File: config.mk
export PLATFORM = sky130hd
export DESIGN_NAME = stall_ctrl
export DESIGN_NICKNAME = d
export VERILOG_FILES = /design/src/rtl/stall_ctrl_pkg.sv /design/src/rtl/div_timer.sv /design/src/rtl/stall_ctrl.sv
export SDC_FILE = /design/constraint.sdc
export NUM_CORES = 1
export LEC_CHECK = 0
export ABC_CLOCK_PERIOD_IN_PS = 2500
export CAP_MARGIN = 10
export CORE_MARGIN = 3
export CORE_UTILIZATION = 40
export DETAILED_ROUTE_END_ITERATION = 7
export GPL_ROUTABILITY_DRIVEN = 0
export HOLD_SLACK_MARGIN = 0.05
export PLACE_DENSITY = 0.81
export SETUP_SLACK_MARGIN = 0.02
export SYNTH_ARGS = -nofsm -noshare
export SYNTH_HDL_FRONTEND = slang
export SYNTH_SLANG_ARGS = --single-unit
File: constraint.sdc
create_clock -name clk -period 2.5 [get_ports clk]
set_input_delay 0.5 -clock clk [delete_from_list [all_inputs] [get_ports clk]]
set_output_delay 0.5 -clock clk [all_outputs]
set_load 0.02 [all_outputs]
File: src/rtl/stall_ctrl_pkg.sv
// Shared CPU pipeline-control definitions: MEM-stage exception codes,
// per-register stall patterns and the stall controller state encoding.
package stall_ctrl_pkg;

   localparam logic [4:0] EXC_NONE = 5'h10;
   localparam logic [4:0] EXC_ERET = 5'h11;

   localparam logic [3:0] STALL_NONE   = 4'b0000;
   localparam logic [3:0] STALL_BUBBLE = 4'b0111;
   localparam logic [3:0] STALL_ALL    = 4'b1111;

   localparam int CNT_W = 6;

   typedef enum logic [1:0] {
      ST_IDLE  = 2'd0,
      ST_DIV   = 2'd1,
      ST_FLUSH = 2'd2
   } state_e;

endpackage

File: src/rtl/div_timer.sv
// Divide-occupancy down-counter: loads on a divide start, counts down while
// enabled and flags when it has reached zero.
module div_timer
   import stall_ctrl_pkg::*;
#(
   parameter int unsigned LOAD_VAL = 33
) (
   input  logic clk,
   input  logic rst_n,
   input  logic load_i,
   input  logic count_i,
   input  logic clear_i,
   output logic zero_o
);

   localparam logic [CNT_W-1:0] LOAD = CNT_W'(LOAD_VAL);

   logic [CNT_W-1:0] cnt_q, cnt_d;

   always_comb begin
      cnt_d = cnt_q;
      if (clear_i) begin
         cnt_d = '0;
      end else if (load_i) begin
         cnt_d = LOAD;
      end else if (count_i && (cnt_q != '0)) begin
         cnt_d = cnt_q - 1'b1;
      end
   end

   always_ff @(posedge clk or negedge rst_n) begin
      if (!rst_n) begin
         cnt_q <= '0;
      end else begin
         cnt_q <= cnt_d;
      end
   end

   assign zero_o = (cnt_q == '0);

endmodule

File: src/rtl/stall_ctrl.sv
// Pipeline stall/flush controller: holds the pipeline for load-use hazards,
// data-memory waits and multi-cycle divides, and flushes on exception/ERET.
module stall_ctrl
   import stall_ctrl_pkg::*;
#(
   parameter int unsigned DIV_CYCLES = 34,
   parameter logic [31:0] EXC_VECTOR = 32'hBFC00380
) (
   input  logic        clk,
   input  logic        rst_n,
   input  logic        stallreq_id,
   input  logic        div_start,
   input  logic        dmem_wait,
   input  logic [4:0]  mem_exccode,
   input  logic [31:0] cp0_epc,
   output logic [3:0]  stall,
   output logic        flush,
   output logic [31:0] flush_pc,
   output logic        div_busy,
   output logic        div_done,
   output state_e      dbg_state_o
);

   if (DIV_CYCLES < 2 || DIV_CYCLES > 63) begin : g_bad_div_cycles
      $error("stall_ctrl: DIV_CYCLES out of range 2..63");
   end

   state_e      state_q;
   logic        flush_q;
   logic [31:0] flush_pc_q;
   logic        exc_pend;
   logic        div_go;
   logic        timer_zero;

   // FLUSH ignores every input, so nothing can be pending while in it.
   assign exc_pend = (state_q != ST_FLUSH) && (mem_exccode != EXC_NONE);
   assign div_go   = (state_q == ST_IDLE) && div_start && !exc_pend;

   div_timer #(
      .LOAD_VAL (DIV_CYCLES - 1)
   ) u_div_timer (
      .clk     (clk),
      .rst_n   (rst_n),
      .load_i  (div_go),
      .count_i (state_q == ST_DIV),
      .clear_i (exc_pend),
      .zero_o  (timer_zero)
   );

   always_ff @(posedge clk or negedge rst_n) begin
      if (!rst_n) begin
         state_q    <= ST_IDLE;
         flush_q    <= 1'b0;
         flush_pc_q <= '0;
      end else begin
         flush_q    <= 1'b0;
         flush_pc_q <= '0;
         if (exc_pend) begin
            state_q    <= ST_FLUSH;
            flush_q    <= 1'b1;
            flush_pc_q <= (mem_exccode == EXC_ERET) ? cp0_epc : EXC_VECTOR;
         end else begin
            case (state_q)
               ST_IDLE:  if (div_start) state_q <= ST_DIV;
               ST_DIV:   if (timer_zero) state_q <= ST_IDLE;
               ST_FLUSH: state_q <= ST_IDLE;
               default:  state_q <= ST_IDLE;
            endcase
         end
      end
   end

   always_comb begin
      stall = STALL_NONE;
      if (!rst_n || state_q == ST_FLUSH) begin
         stall = STALL_NONE;
      end else if (exc_pend || dmem_wait) begin
         stall = STALL_ALL;
      end else if ((state_q == ST_DIV && !timer_zero) || div_go) begin
         stall = STALL_ALL;
      end else if (stallreq_id) begin
         stall = STALL_BUBBLE;
      end
   end

   assign flush       = flush_q;
   assign flush_pc    = flush_pc_q;
   assign div_busy    = (state_q == ST_DIV);
   assign div_done    = (state_q == ST_DIV) && timer_zero && !exc_pend;
   assign dbg_state_o = state_q;

endmodule
==> run summary <==
initial core utilization = 0.421
setup violators final = 0
layout cells sized above 1 = 0.150
main combinational cell family by area after synthesis = simple AND/OR/NAND/NOR gates
number of global-route vias before repair = 1382
DRC violation count after routing = 0
crit path launch type = input pin
final HPWL from detailed placement = 3.03 mm
Vias = 1453
I/O Buffers = 82
Num CTS Buffers = 5
largest net degree at the start of global routing = 42
RSZ-0062 raised after global routing = false
Final ANT Viol Nets = 0
result of the run = complete, no violations
worst setup timing slack at the placement stage = -565 ps
slowest cell on the critical path = or4b_4
average detailed-routed wire length per instance = 13.7 um
fraction of synthesized cell area taken by the top area cell type = 0.601
number of antenna violations at the first check in global routing = 0
cell count after synthesis = 157
cell types occupying the most area after synthesis = dfrtp_1, and2_1, nor2_1, inv_1, ha_1
switching power summed over all nets = 559 uW
total routing resource utilization after global routing = 0.171
instance area at placement = 2640 um2
combined buffer and inverter count along the critical path = 2
sequential fraction of design power = 0.436
max capacitance violation total = 0
Avg Inst Size Synth = 10.9 um2
io pins = 83
drt first-iter violations = 77
vias per cell = 4.78
clock network power share = 0.236
Worst Path Max Fanout = 3
portion of netlist area occupied by mux cells = 0.00586
first-pass GRT wire length = 6.77 mm
Final Util = 0.671
Max VDD drop = 0.279 mV
CTS tree = done
fraction of the mapped netlist area in adder cells = 0.0147
overall routed net length = 4.17 mm
deepest level of the CTS H-tree = 2
most area-hungry cell type in the Yosys netlist = dfrtp_1
Layout Area Growth over Synthesis = 59.4%
root buffer cell = clkbuf_8
netlist area before placement = 1710 um2
overall die height = 71.3 um
most instantiated flip-flop cell in the synthesis netlist = dfrtp_1
data arrival time of the worst path = 1900 ps
CP cell instances = clkdlybuf4s15_1 -> or4b_4 -> o21ai_2 -> nand2_1 -> o31a_1 -> buf_6
worst skew pair latency = 290 ps
worst hold-check path type = in -> async
overall die width = 71.3 um
final-report hold violation count = 0
max-slew violation count = 0
Yosys cell types = 36
proportion of power drawn by combinational gates = 0.328
Diodes inserted = 0
site row count = 23
sum of overflow across all layers after global routing = 0
worst-case clock buffer depth = 2
simple-gate area share of the yosys netlist = 0.227
CP endpoint kind = output port
category of cells accounting for the largest share of critical-path delay = simple AND/OR/NAND/NOR gates
Yosys warnings = 0
Clk pin slew, worst setup/hold paths = 80 ps
number of storage elements in the synthesis netlist = 41
transition time of the tightest slew-check pin = 507 ps
clock sink total = 41
compound-gate portion of the synthesized area = 0.0930
die area = 5090 um2
Sw Ratio = 0.313
Power Density = 656 nW/um2
post-layout net count = 297
peak per-stage delay on the critical path = 500 ps
Post-synth ARST share = 1.00
setup skew after layout = 4.43 ps
xor and xnor area share after synthesis = 0.0103
maximum operating frequency = 417 MHz
number of enable flip-flop cells after synthesis = 0
area of all placed cells without fillers = 2720 um2
total negative slack for setup checks = 0 ps
Final min period = 2400 ps
Required @ worst endpoint = 2000 ps
Power Internal = 1230 uW
drt first pass iters = 4
Relative slew margins = 0.662
total nets after synthesis = 201
overall power = 1790 uW
placeable core region = 4060 um2
startpoint-to-endpoint class of the critical path = in -> out
total leakage power = 0.00127 uW
post-layout worst setup margin = 104 ps
period utilization = 0.958
post-synthesis sequential area ratio = 0.601
## logic make-up after synthesis
| logic type | after synthesis |
|---|---|
| mux | 1 |
| fa+ha+maj | 2 |
| xor+xnor | 2 |
| simple gates | 74 |
| buf+inv | 15 |
| flops | 41 |
| compound gates | 22 |
## power groups by stage
stage          sequential (uW)  combinational, uW  clock, uW
6_report                   778                586        421
5_1_grt                    787                636        461
4_1_cts                    779                591        434
3_5_place_dp               791                580          0
3_3_place_gp               788                572          0
2_1_floorplan              871                200          0
## cell usage after synthesis (3+ instances only)
cell type  instances
nand2_1            5
a21oi_1            3
dfrtp_1           41
and2_1            20
o21ai_0            3
nor3_1             4
nor2_1            31
inv_1              7
buf_2              3
nor2b_1            3
nand2b_1           4
## final timing paths
check	startpoint	cells past startpoint	end	slack, ps
max	mem_exccode[3]	6	stall[1]	100
min	rst_n	2	flush_pc[20]	300
max reg2reg	u_div_timer.cnt_q[3]	5	u_div_timer.cnt_q[5]	780
min reg2reg	u_div_timer.cnt_q[5]	1	u_div_timer.cnt_q[5]	590
max in group asynchronous	rst_n	2	flush_pc[6]	1860
min in group clk	u_div_timer.cnt_q[5]	1	u_div_timer.cnt_q[5]	590
## sequential cells by signal, indices dropped and copies added, names as in the netlist
signal / cells
flush: 1
flush_pc: 32
u_div_timer.cnt_q: 6
dbg_state_o: 2
## through the flow
stage	std cells	hold WS, ps
floorplan	157	204
global placement	295	559
detailed placement	295	565
CTS	304	315
global route	304	339
finish	304	298
## what timing repair did
action	4_1_cts	5_1_grt
pin swaps	3	3
hold buffers	0	0
endpoints found under the setup margin	5	4
setup buffers	1	0
gates resized for setup	34	1
## area by class of cell
type,count,area [um2]
clock buffer,5,68.8
clock inverter,3,17.5
fill,302,1340
inverter,7,26.3
multi-input combinational,101,607
sequential,41,1030
tap,50,62.6
timing repair buffer,97,915
## routing by layer
metal | track usage | vias to the layer above | part of all wire
li1 | - | 700 | -
met1 | 0.234 | 675 | 0.44
met2 | 0.263 | 71 | 0.46
met3 | 0.0505 | 7 | 0.089
met4 | 0.0564 | 0 | 0.013
met5 | 0 | - | 0
## cell usage in the layout (no fill, tap or decap), types with 2 or more instances in the layout
cell | synthesis | routed
or3_1 | 2 | 2
nand2b_1 | 4 | 4
a21oi_1 | 3 | 3
nand2_1 | 5 | 5
o21a_1 | 2 | 2
a211oi_1 | 2 | 2
ha_1 | 2 | 2
nor2b_1 | 3 | 3
o31ai_1 | 2 | 2
buf_6 | 2 | 3
buf_2 | 3 | 3
buf_4 | 2 | 15
o21ai_0 | 3 | 2
clkdlybuf4s50_1 | 0 | 72
o21ai_2 | 1 | 2
clkinv_2 | 0 | 2
clkbuf_8 | 0 | 5
dfrtp_1 | 41 | 41
dlygate4sd2_1 | 0 | 2
a31oi_1 | 2 | 2
inv_1 | 7 | 7
nor3_1 | 4 | 4
nor2_1 | 31 | 31
and2_1 | 20 | 20
(Power assumes the default switching activity.)
